File: src/rtl/shift_pkg.sv
// Shared encodings and helpers for the multi-cycle shifter (seq_shifter / shift_step).
package shift_pkg;

  localparam logic [1:0] OP_SLL  = 2'b00;
  localparam logic [1:0] OP_SRL  = 2'b01;
  localparam logic [1:0] OP_ROTR = 2'b10;
  localparam logic [1:0] OP_SRA  = 2'b11;

  typedef enum logic [1:0] {
    ST_IDLE = 2'd0,
    ST_RUN  = 2'd1,
    ST_DONE = 2'd2
  } state_t;

  function automatic int calc_shamt_w(input int width);
    return $clog2(width);
  endfunction

endpackage

File: src/rtl/seq_shifter_step.sv
// Combinational single-step shifter: moves value by n (0..STEP) positions.
// Rotate-right exists only when SEQ_SHIFTER_ROTATE_EN is defined; otherwise op=10 acts as SLL.
module shift_step
  import shift_pkg::*;
#(
  parameter int WIDTH = 32,
  parameter int STEP  = 4,
  localparam int NW   = $clog2(STEP + 1)
) (
  input  logic [WIDTH-1:0] value,
  input  logic [NW-1:0]    n,
  input  logic [1:0]       op,
  input  logic             sign,
  output logic [WIDTH-1:0] result
);

  logic [WIDTH-1:0] w_ones;

  always_comb begin
    w_ones = '1;
    case (op)
      OP_SRL:  result = value >> n;
      // Fill vacated top bits from the sign captured at accept time.
      OP_SRA:  result = (value >> n) | (sign ? ~(w_ones >> n) : '0);
`ifdef SEQ_SHIFTER_ROTATE_EN
      OP_ROTR: result = (value >> n) | (value << (WIDTH - int'(n)));
`endif
      default: result = value << n;
    endcase
  end

endmodule

File: src/rtl/seq_shifter.sv
// Multi-cycle SLL/SRL/SRA unit with start/done handshake, at most STEP bits per clock.
// Define SEQ_SHIFTER_ROTATE_EN to enable rotate-right on op=10.
module seq_shifter
  import shift_pkg::*;
#(
  parameter int WIDTH = 32,
  parameter int STEP  = 4,
  localparam int SHAMT_W = calc_shamt_w(WIDTH)
) (
  input  logic               clk,
  input  logic               rst_n,
  input  logic               start,
  input  logic [1:0]         op,
  input  logic [WIDTH-1:0]   a,
  input  logic [SHAMT_W-1:0] shamt,
  output logic               ready,
  output logic               done,
  output logic [WIDTH-1:0]   y
);

  localparam int NW = $clog2(STEP + 1);

  state_t             r_state;
  state_t             w_next;
  logic [WIDTH-1:0]   r_val;
  logic [SHAMT_W-1:0] r_rem;
  logic [1:0]         r_op;
  logic               r_sign;
  logic [WIDTH-1:0]   r_y;
  logic               r_ready;
  logic               r_done;

  logic [NW-1:0]      w_n;
  logic [SHAMT_W-1:0] w_rem_next;
  logic [WIDTH-1:0]   w_step;

  always_comb begin
    if (int'(r_rem) >= STEP) w_n = NW'(STEP);
    else                     w_n = NW'(r_rem);
    w_rem_next = r_rem - SHAMT_W'(w_n);
  end

  shift_step #(
    .WIDTH (WIDTH),
    .STEP  (STEP)
  ) u_step (
    .value  (r_val),
    .n      (w_n),
    .op     (r_op),
    .sign   (r_sign),
    .result (w_step)
  );

  always_ff @(posedge clk or negedge rst_n) begin
    if (!rst_n) r_state <= ST_IDLE;
    else        r_state <= w_next;
  end

  always_comb begin
    w_next = r_state;
    case (r_state)
      ST_IDLE: if (start) w_next = (shamt == '0) ? ST_DONE : ST_RUN;
      ST_RUN:  if (w_rem_next == '0) w_next = ST_DONE;
      ST_DONE: w_next = ST_IDLE;
      default: w_next = ST_IDLE;
    endcase
  end

  // ready/done are registered from the next state so neither has a path from start.
  always_ff @(posedge clk or negedge rst_n) begin
    if (!rst_n) begin
      r_val   <= '0;
      r_rem   <= '0;
      r_op    <= OP_SLL;
      r_sign  <= 1'b0;
      r_y     <= '0;
      r_ready <= 1'b1;
      r_done  <= 1'b0;
    end else begin
      r_ready <= (w_next == ST_IDLE);
      r_done  <= (w_next == ST_DONE);
      case (r_state)
        ST_IDLE: begin
          if (start) begin
            r_val  <= a;
            r_op   <= op;
            r_rem  <= shamt;
            r_sign <= a[WIDTH-1];
            if (shamt == '0) r_y <= a;
          end
        end
        ST_RUN: begin
          r_val <= w_step;
          r_rem <= w_rem_next;
          if (w_rem_next == '0) r_y <= w_step;
        end
        default: ;
      endcase
    end
  end

  assign ready = r_ready;
  assign done  = r_done;
  assign y     = r_y;

endmodule

File: config.mk
export PLATFORM = sky130hd
export DESIGN_NAME = seq_shifter
export DESIGN_NICKNAME = d
export VERILOG_FILES = /design/src/rtl/shift_pkg.sv /design/src/rtl/seq_shifter_step.sv /design/src/rtl/seq_shifter.sv
export SDC_FILE = /design/constraint.sdc
export NUM_CORES = 1
export LEC_CHECK = 0
export BUFFER_PORTS_ARGS = -buffer_cell sky130_fd_sc_hd__buf_4
export CAP_MARGIN = 10
export CORE_MARGIN = 2
export CORE_UTILIZATION = 40
export CTS_BUF_LIST = sky130_fd_sc_hd__clkbuf_2 sky130_fd_sc_hd__clkbuf_4 sky130_fd_sc_hd__clkbuf_8
export DETAILED_ROUTE_END_ITERATION = 10
export GPL_TIMING_DRIVEN = 0
export SKIP_LAST_GASP = 1
export SYNTH_ARGS = -nofsm -noshare
export SYNTH_HDL_FRONTEND = slang
export SYNTH_SLANG_ARGS = --single-unit
File: constraint.sdc
create_clock -name clk -period 4.3 [get_ports clk]
set_input_delay 0.645 -clock clk [delete_from_list [all_inputs] [get_ports clk]]
set_output_delay 0.645 -clock clk [all_outputs]
set_load 0.005 [all_outputs]
==> impl_metrics.env, run 1 <==
export IMPL_tns_ns=0
export IMPL_die_w_um=126
export IMPL_post_cts_resized=0
export IMPL_seq_area_frac_synth_pct=32.2
export IMPL_clkSlewWorstSetupHoldPaths_ns=0.10
export IMPL_cp_slowest_cell="clkbuf_1"
export IMPL_synth_common_cells="nand2_1, dfrtp_1, nor2_1"
export IMPL_crit_path_cell_trace="buf_2 > clkbuf_1 > clkbuf_2 > nand2_1 > ha_1 > a21oi_1 > nor4_1 > nor3_2 > clkbuf_1 > nand2_1 > o31ai_1"
export IMPL_crit_type="reg -> reg"
export IMPL_grt_max_degree=77
export IMPL_antenna_found_initial=0
export IMPL_cts_setup_buffers=0
export IMPL_synthCells=718
export IMPL_core_area_um2=14500
export IMPL_dpl_cell_area_um2=6710
export IMPL_finalHoldViolCount=0
export IMPL_end_kind="flip-flop"
export IMPL_grt_pass1_vias=6333
export IMPL_crit_fanout=10
export IMPL_postLayoutCellArea_um2=6910
export IMPL_hpwl_mm=19.6
export IMPL_synth_xor_xnor_area_share_pct=0
export IMPL_first_iter_violations=796
export IMPL_cts_hold_buffers_added=0
export IMPL_nets=847
export IMPL_setup_viol_count_final=0
export IMPL_cts_root_buf="clkbuf_8"
export IMPL_fin_crit_sh_pct=94.0
export IMPL_drive_above_1_share_pct=20.3
export IMPL_synth_top_family_by_area="compound AO/OA/AOI/OAI gates"
export IMPL_powerDensity_nw_per_um2=985
export IMPL_drtPass1Iterations=6
export IMPL_netlist_area_um2=5910
export IMPL_grt_setup_unrepaired="false"
export IMPL_ys_top_cells_by_area="dfrtp_1, nand2_1, mux2i_1, a21oi_1, o31ai_1"
export IMPL_synth_compound_area_share_pct=27.5
export IMPL_async_flop_share_pct=100
export IMPL_synth_edf_count=0
export IMPL_yosysTopAreaCell="dfrtp_1"
export IMPL_initial_core_util_pct=40.8
export IMPL_synthAdderAreaFrac_pct=0.212
export IMPL_final_core_util_pct=47.7
export IMPL_ir_worst_vdd_mv=0.415
export IMPL_ys_warn_count=0
export IMPL_cts_sinks=76
export IMPL_routedWlPerCell_um=27.8
export IMPL_synthDistinctLibCells=69
export IMPL_n_fill_cell=1448
export IMPL_via_per_inst=6.60
export IMPL_synth_most_common_cell="nand2_1"
export IMPL_diodes=0
export IMPL_maxCapViolCount=0
export IMPL_required_ns=4.58
export IMPL_crit_path_start_kind="flip-flop"
export IMPL_port_buffers=75
export IMPL_syn_num_nets=761
export IMPL_grt_total_usage_pct=34.7
export IMPL_gp_congestion=0.970
export IMPL_synth_avg_cell_area_um2=8.24
export IMPL_htreeDepth=3
export IMPL_cts_tree="done"
export IMPL_hold_path_class="in -> async"
export IMPL_synthMuxAreaShare_pct=12.0
export IMPL_grt_first_pass_wirelength_mm=40.4
export IMPL_cts_inserted_buffers=9
export IMPL_fin_crit_ns=4.04
export IMPL_io_pins=76
export IMPL_antenna_left=0
export IMPL_status="finished, final reports clean"
export IMPL_rows=44
export IMPL_arrival_ns=4.32
export IMPL_skew_ns=0.0211
export IMPL_path_buf_inv=4
export IMPL_synth_simple_area_share_pct=20.6
export IMPL_die_h_um=126
export IMPL_r2r_slack_ns=0.26
export IMPL_ys_ff_latch=76
export IMPL_synth_flop_cell="dfrtp_1"
export IMPL_tightest_slew_ns=1.12
export IMPL_post_synth_top_area_fraction_pct=31.7
export IMPL_cp_top_family="buffers and inverters"
export IMPL_p_leak_uw=0.00282
export IMPL_grt_remaining_overflow=0
export IMPL_critPathMaxStageDelay_ns=0.59
export IMPL_clock_fmax_mhz=247
export IMPL_cts_buffer_depth=2
export IMPL_slew_viol_final=0
export IMPL_post_route_drc_count=0
export IMPL_slew_headroom_pct=24.9
export IMPL_die_area_um2=15800
export IMPL_vias=6553
export IMPL_synthToLayoutAreaGrowth_pct=16.9
export IMPL_clk_latency_ns=0.40
export IMPL_drt_total_wl_mm=27.6
==> metrics by stage <==
stage	power [uW]	worst slack (ns)	cells	hold slack [ns]
finish	6810	0.259	993	0.397
global route	7140	0.162	993	0.452
CTS	6670	0.0835	993	0.440
detailed placement	6050	0.125	977	0.468
global placement	5980	0.212	977	0.461
floorplan	4270	1.22	718	0.349
==> per-layer routing <==
| layer | wire [um] | vias up | GRT usage (%) |
|---|---|---|---|
| li1 | - | 2823 | - |
| met1 | 11400 | 3203 | 45.7 |
| met2 | 12200 | 442 | 52.9 |
| met3 | 2590 | 85 | 7.62 |
| met4 | 1370 | 0 | 19.1 |
| met5 | 0 | - | 0 |
==> sequential cells by signal (all words and copies together) (netlist names) <==
register and count:
y 32, r_op 2, ready 1, r_val 32
r_state 2, r_rem 5, r_sign 1, done 1
==> cell type report <==
class,instances,area [um^2],share of cell area [%]
Multi-Input combinational cell,547,3570,51.6
Buffer,85,408,5.90
Sequential cell,76,1900,27.5
Timing Repair Buffer,75,563,8.14
Clock inverter,6,71.3,1.03
Clock buffer,10,131,1.90
Inverter,10,37.5,0.543
Tap cell,184,230,3.33
==> worst paths after layout <==
path / from / endpoint / cells after the start
max: r_rem[1] / y[12] / 11
min: rst_n / done / 1
max reg2reg: r_rem[1] / y[12] / 11
min reg2reg: y[20] / y[20] / 2
max in group asynchronous: rst_n / r_val[0] / 1
min in group clk: op[1] / r_op[1] / 3
==> cell families (layout without fill, tap and decap cells) <==
| logic type | Yosys count | after routing |
|---|---|---|
| flip-flops | 76 | 76 |
| AO/OA/AOI/OAI | 239 | 239 |
| AND/OR/NAND/NOR | 249 | 249 |
| other | 1 | 1 |
| buffers and inverters | 95 | 186 |
| multiplexers | 57 | 57 |
| adder cells (fa/ha/maj) | 1 | 1 |
==> power breakdown <==
group / leakage [uW] / switching (uW) / internal [uW]
clock network: 0.0000969 / 339 / 280
registers: 0.000914 / 323 / 1090
logic: 0.00181 / 3150 / 1630
total: 0.00282 / 3820 / 3000
==> cell usage in the layout, fill, tap and decap left out, types with 7 or more instances in the layout <==
cell type	n
nor2b_1	8
mux4_2	9
a211oi_1	25
buf_1	8
nand3_1	7
nor3_1	17
buf_4	80
clkbuf_1	41
o21ai_0	41
o21ai_1	11
clkbuf_8	9
inv_1	7
dfrtp_1	75
buf_2	21
a31oi_1	10
mux2i_1	41
o221ai_1	7
a21oi_1	51
nor2_1	60
nand2_1	115
o31ai_1	31
a221oi_1	11
o22ai_1	9
Note: power is estimated with default switching activity, not from simulation.
==> inputs of run 2 (changes only) <==
- BUFFER_PORTS_ARGS: -buffer_cell sky130_fd_sc_hd__buf_4 -> unset
- DONT_BUFFER_PORTS: unset -> 1
==> impl_metrics.env, run 2 (synthesis gave the netlist of run 1 again) <==
export IMPL_antenna_found_initial=0
export IMPL_postLayoutCellArea_um2=6350
export IMPL_setup_viol_count_final=0
export IMPL_grt_remaining_overflow=0
export IMPL_maxCapViolCount=0
export IMPL_cts_root_buf="clkbuf_8"
export IMPL_nets=773
export IMPL_clock_fmax_mhz=251
export IMPL_tns_ns=0
export IMPL_first_iter_violations=866
export IMPL_crit_fanout=10
export IMPL_r2r_cells=11
export IMPL_tightest_slew_ns=1.03
export IMPL_dpl_cell_area_um2=6140
export IMPL_die_area_um2=15800
export IMPL_rows=44
export IMPL_finalHoldViolCount=0
export IMPL_initial_core_util_pct=40.8
export IMPL_p_leak_uw=0.00244
export IMPL_r2r_slack_ns=0.32
export IMPL_end_kind="flip-flop"
export IMPL_fin_crit_sh_pct=92.7
export IMPL_synthToLayoutAreaGrowth_pct=7.40
export IMPL_grt_total_usage_pct=34.8
export IMPL_die_h_um=126
export IMPL_crit_path_start_kind="flip-flop"
export IMPL_io_pins=76
export IMPL_core_area_um2=14500
export IMPL_post_route_drc_count=0
export IMPL_cts_sinks=76
export IMPL_cts_tree="done"
export IMPL_slew_headroom_pct=30.7
export IMPL_die_w_um=126
export IMPL_htreeDepth=3
export IMPL_arrival_ns=4.27
export IMPL_hold_path_class="in -> async"
export IMPL_port_buffers=0
export IMPL_gp_congestion=0.992
export IMPL_routedWlPerCell_um=29.9
export IMPL_required_ns=4.58
export IMPL_drtPass1Iterations=6
export IMPL_clkSlewWorstSetupHoldPaths_ns=0.10
export IMPL_mostFrequentLayoutCell="nand2_1"
export IMPL_r2r_end="y[1]"
export IMPL_r2r_start="r_rem[1]"
export IMPL_fin_crit_ns=3.98
export IMPL_grt_pass1_vias=6289
export IMPL_vias=6158
export IMPL_grt_max_degree=76
export IMPL_hpwl_mm=19.5
export IMPL_crit_type="reg -> reg"
export IMPL_skew_ns=0.0137
export IMPL_cts_setup_buffers=0
export IMPL_holdWs_ns=0.0653
export IMPL_final_cell_mix="nand2_1, dfrtp_1, nor2_1, a21oi_1, clkbuf_1"
export IMPL_clk_latency_ns=0.41
export IMPL_drt_total_wl_mm=27.5
export IMPL_status="finished, final reports clean"
export IMPL_n_fill_cell=1488
export IMPL_powerDensity_nw_per_um2=1030
export IMPL_via_per_inst=6.70
export IMPL_cts_inserted_buffers=9
export IMPL_grt_setup_unrepaired="false"
export IMPL_antenna_left=0
export IMPL_diodes=0
export IMPL_cts_buffer_depth=2
export IMPL_drive_above_1_share_pct=12.1
export IMPL_slew_viol_final=0
export IMPL_grt_first_pass_wirelength_mm=40.6
export IMPL_ir_worst_vdd_mv=0.414
[run 2: final cells by class]
cell class / count / area [um^2] / share of cell area (%)
multi-input combinational: 547 / 3570 / 56.2
clock buffer: 10 / 131 / 2.07
sequential: 76 / 1900 / 30.0
timing repair buffer: 1 / 27.5 / 0.433
inverter: 10 / 37.5 / 0.591
tap: 184 / 230 / 3.62
buffer: 85 / 407 / 6.40
clock inverter: 6 / 47.5 / 0.748
[run 2: worst max-delay path by stage]
stage                        start     to  depth (start not counted)
after floorplan           r_rem[2]   y[9]                         12
after global placement    r_rem[1]   y[1]                         11
after detailed placement  r_rem[1]  y[30]                         11
after CTS                 r_rem[1]  y[30]                         11
after global routing      r_rem[1]  y[30]                         11
final                     r_rem[1]   y[1]                         11
[run 2: report_power, final]
part,total (uW),switching (uW),internal [uW],leakage (uW)
registers,1450,362,1090,0.000914
clock network,560,340,220,0.0000790
logic,4500,3060,1440,0.00145
[run 2: routing by layer]
metal / vias to the layer above / track usage, % / part of all wire (%)
met3: 103 / 8.34 / 8.3
met2: 383 / 55.1 / 45
met1: 2991 / 43.9 / 41
li1: 2681 / - / -
met4: 0 / 18.6 / 5.4
met5: - / 0 / 0
[run 2: metrics by stage]
step	util, %	instances	worst slack, ns	power, uW
after global routing	43.9	919	0.127	6880
final	43.9	919	0.315	6510
after floorplan	-	718	1.22	4270
after global placement	42.4	902	0.200	5770
after detailed placement	42.4	902	0.102	5810
after CTS	43.9	919	0.108	6380
[run 2: repair_timing]
item / in CTS / in global routing
resized for setup: 0 / 2
hold endpoints to repair: 75 / 0
endpoints found under the setup margin: 0 / 13
hold buffers: 1 / 0
[run 2: worst max-delay path, stage by stage, from the launching register on]
cell	delay, ns
dfrtp_1	0.48
buf_2	0.34
clkbuf_1	0.59
clkbuf_2	0.45
nand2_1	0.10
ha_1	0.25
or4b_1	0.53
a211oi_1	0.32
nor3_2	0.17
clkbuf_1	0.35
nand2_1	0.19
o31ai_2	0.07
==> inputs of run 3 (changes only) <==
- SYNTH_HIERARCHICAL: unset -> 1
==> impl_metrics.env, run 3 <==
export IMPL_status="finished, final reports clean"
export IMPL_diodes=0
export IMPL_synth_common_cells="mux2i_1, dfrtp_1, nor2_1"
export IMPL_critPathMaxStageDelay_ns=0.36
export IMPL_port_buffers=0
export IMPL_r2r_slack_ns=1.23
export IMPL_drtPass1Iterations=8
export IMPL_core_area_um2=13700
export IMPL_die_area_um2=14800
export IMPL_r2r_start="r_rem[2]"
export IMPL_routedWlPerCell_um=23.0
export IMPL_antenna_found_initial=0
export IMPL_post_route_drc_count=0
export IMPL_synth_edf_count=0
export IMPL_path_buf_inv=3
export IMPL_io_pins=76
export IMPL_cts_root_buf="clkbuf_8"
export IMPL_cts_inserted_buffers=9
export IMPL_r2r_end="r_val[31]"
export IMPL_skew_ns=0.0110
export IMPL_slew_viol_final=0
export IMPL_r2r_cells=11
export IMPL_setup_viol_count_final=0
export IMPL_fin_crit_ns=3.07
export IMPL_drive_above_1_share_pct=14.0
export IMPL_cts_tree="done"
export IMPL_crit_type="reg -> reg"
export IMPL_gp_congestion=0.940
export IMPL_rows=43
export IMPL_powerDensity_nw_per_um2=973
export IMPL_end_kind="flip-flop"
export IMPL_via_per_inst=5.94
export IMPL_cp_top_family="simple AND/OR/NAND/NOR gates"
export IMPL_synth_flop_cell="dfrtp_1"
export IMPL_cp_slowest_cell="dfrtp_1"
export IMPL_grt_total_usage_pct=25.0
export IMPL_yosysTopAreaCell="dfrtp_1"
export IMPL_tns_ns=0
export IMPL_ys_ff_latch=76
export IMPL_final_core_util_pct=43.9
export IMPL_crit_fanout=10
export IMPL_netlist_area_um2=5540
export IMPL_maxCapViolCount=0
export IMPL_tightest_slew_ns=0.725
export IMPL_grt_max_degree=76
export IMPL_htreeDepth=3
export IMPL_vias=4627
export IMPL_final_cell_mix="mux2i_1, dfrtp_1, nor2_1, a21oi_1, inv_1"
export IMPL_synth_most_common_cell="mux2i_1"
export IMPL_multiInputGateArea_um2=3160
export IMPL_post_synth_top_area_fraction_pct=33.9
export IMPL_cts_buffer_depth=2
export IMPL_clk_latency_ns=0.38
export IMPL_syn_num_nets=626
export IMPL_mostFrequentLayoutCell="mux2i_1"
export IMPL_p_leak_uw=0.00249
export IMPL_hold_path_class="in -> async"
export IMPL_cts_sinks=76
export IMPL_synth_avg_cell_area_um2=9.52
export IMPL_finalHoldViolCount=0
export IMPL_synthToLayoutAreaGrowth_pct=8.81
export IMPL_synthDistinctLibCells=69
export IMPL_ir_worst_vdd_mv=0.267
export IMPL_initial_core_util_pct=40.4
export IMPL_synthCells=582
export IMPL_clock_fmax_mhz=326
export IMPL_cts_setup_buffers=0
export IMPL_nets=638
export IMPL_ys_warn_count=6
export IMPL_slew_headroom_pct=51.7
export IMPL_die_w_um=122
export IMPL_required_ns=4.53
export IMPL_drt_total_wl_mm=17.9
export IMPL_ys_top_cells_by_area="dfrtp_1, mux2i_1, mux2_2, nor2_1, a21oi_1"
export IMPL_n_fill_cell=1368
export IMPL_crit_path_cell_trace="buf_2 > nor3_1 > and2_1 > buf_6 > buf_12 > mux2i_1 > a22oi_1 > and2_1 > a221o_1 > mux2i_1 > a21oi_1"
export IMPL_antenna_left=0
export IMPL_first_iter_violations=365
export IMPL_clkSlewWorstSetupHoldPaths_ns=0.08
export IMPL_layout_area_seq_um2=1900
export IMPL_grt_setup_unrepaired="false"
export IMPL_hpwl_mm=13.3
export IMPL_crit_path_start_kind="flip-flop"
export IMPL_seq_area_frac_synth_pct=34.3
export IMPL_die_h_um=122
export IMPL_grt_pass1_vias=4725
export IMPL_arrival_ns=3.30
export IMPL_grt_remaining_overflow=0
export IMPL_grt_first_pass_wirelength_mm=27.8
export IMPL_async_flop_share_pct=100
export IMPL_fin_crit_sh_pct=71.4
-- run 3: repair_timing --
action                                 CTS  global route
hold buffers                             1             0
endpoints found under the hold margin   75             0
gates resized for setup                  0             0
-- run 3: worst register-to-register path, cell delays in order (launching register included) --
cell and delay, ns:
dfrtp_1 0.36, buf_2 0.16, nor3_1 0.34, and2_1 0.30, buf_6 0.25, buf_12 0.18, mux2i_1 0.30, a22oi_1 0.16
and2_1 0.20, a221o_1 0.36, mux2i_1 0.20, a21oi_1 0.10
-- run 3: cell families after synthesis --
logic type	after synthesis	share of synthesized area (%)
xor gates and xnor gates	1	0.158
other	2	0.136
and+or+nand+nor	129	11.2
AOI/OAI and AO/OA	150	18.7
DFF	76	34.3
buffers and inverters	87	8.67
adders and majority gates	2	0.451
muxes	135	26.3
-- run 3: cell type report --
class,instances,share of cell area (%)
buffer,48,5.54
clock buffer,12,2.74
clock inverter,4,1.16
inverter,39,2.43
multi-input combinational,419,52.4
sequential,76,31.6
tap,180,3.74
timing repair buffer,1,0.457
-- run 3: metal layers --
layer  GRT usage [%]  vias up  share of wire [%]
met5               0        -                  0
met4            10.4        0                2.8
met3            6.27       40                6.4
met2            37.5      180                 45
met1            34.3     2261                 46
li1                -     2146                  -
-- run 3: worst max path at each step --
stage | end | startpoint | slack, ns | cells past startpoint
after global placement | r_val[13] | r_rem[2] | 1.31 | 11
after CTS | r_val[31] | r_rem[2] | 1.27 | 11
after floorplan | r_val[31] | r_rem[2] | 1.85 | 11
after detailed placement | r_val[31] | r_rem[2] | 1.30 | 11
final | r_val[31] | r_rem[2] | 1.23 | 11
after global routing | r_val[31] | r_rem[2] | 1.07 | 11
-- run 3: stage by stage --
| stage | hold slack (ns) | total power, uW | std cells | instance area [um^2] | setup WS, ns |
|---|---|---|---|---|---|
| 4_1_cts | 0.0792 | 5850 | 779 | 6030 | 1.27 |
| 2_1_floorplan | 0.349 | 4130 | 582 | 5540 | 1.85 |
| 3_5_place_dp | 0.351 | 5160 | 762 | 5770 | 1.30 |
| 3_3_place_gp | 0.351 | 5120 | 762 | 5770 | 1.31 |
| 5_1_grt | 0.0725 | 6290 | 779 | 6030 | 1.07 |
| 6_report | 0.0940 | 5870 | 779 | 6030 | 1.23 |
-- run 3: power breakdown --
group	switching, uW	internal [uW]
Sequential	399	1100
Combinational	2180	1540
Clock	278	372
Total	2860	3010
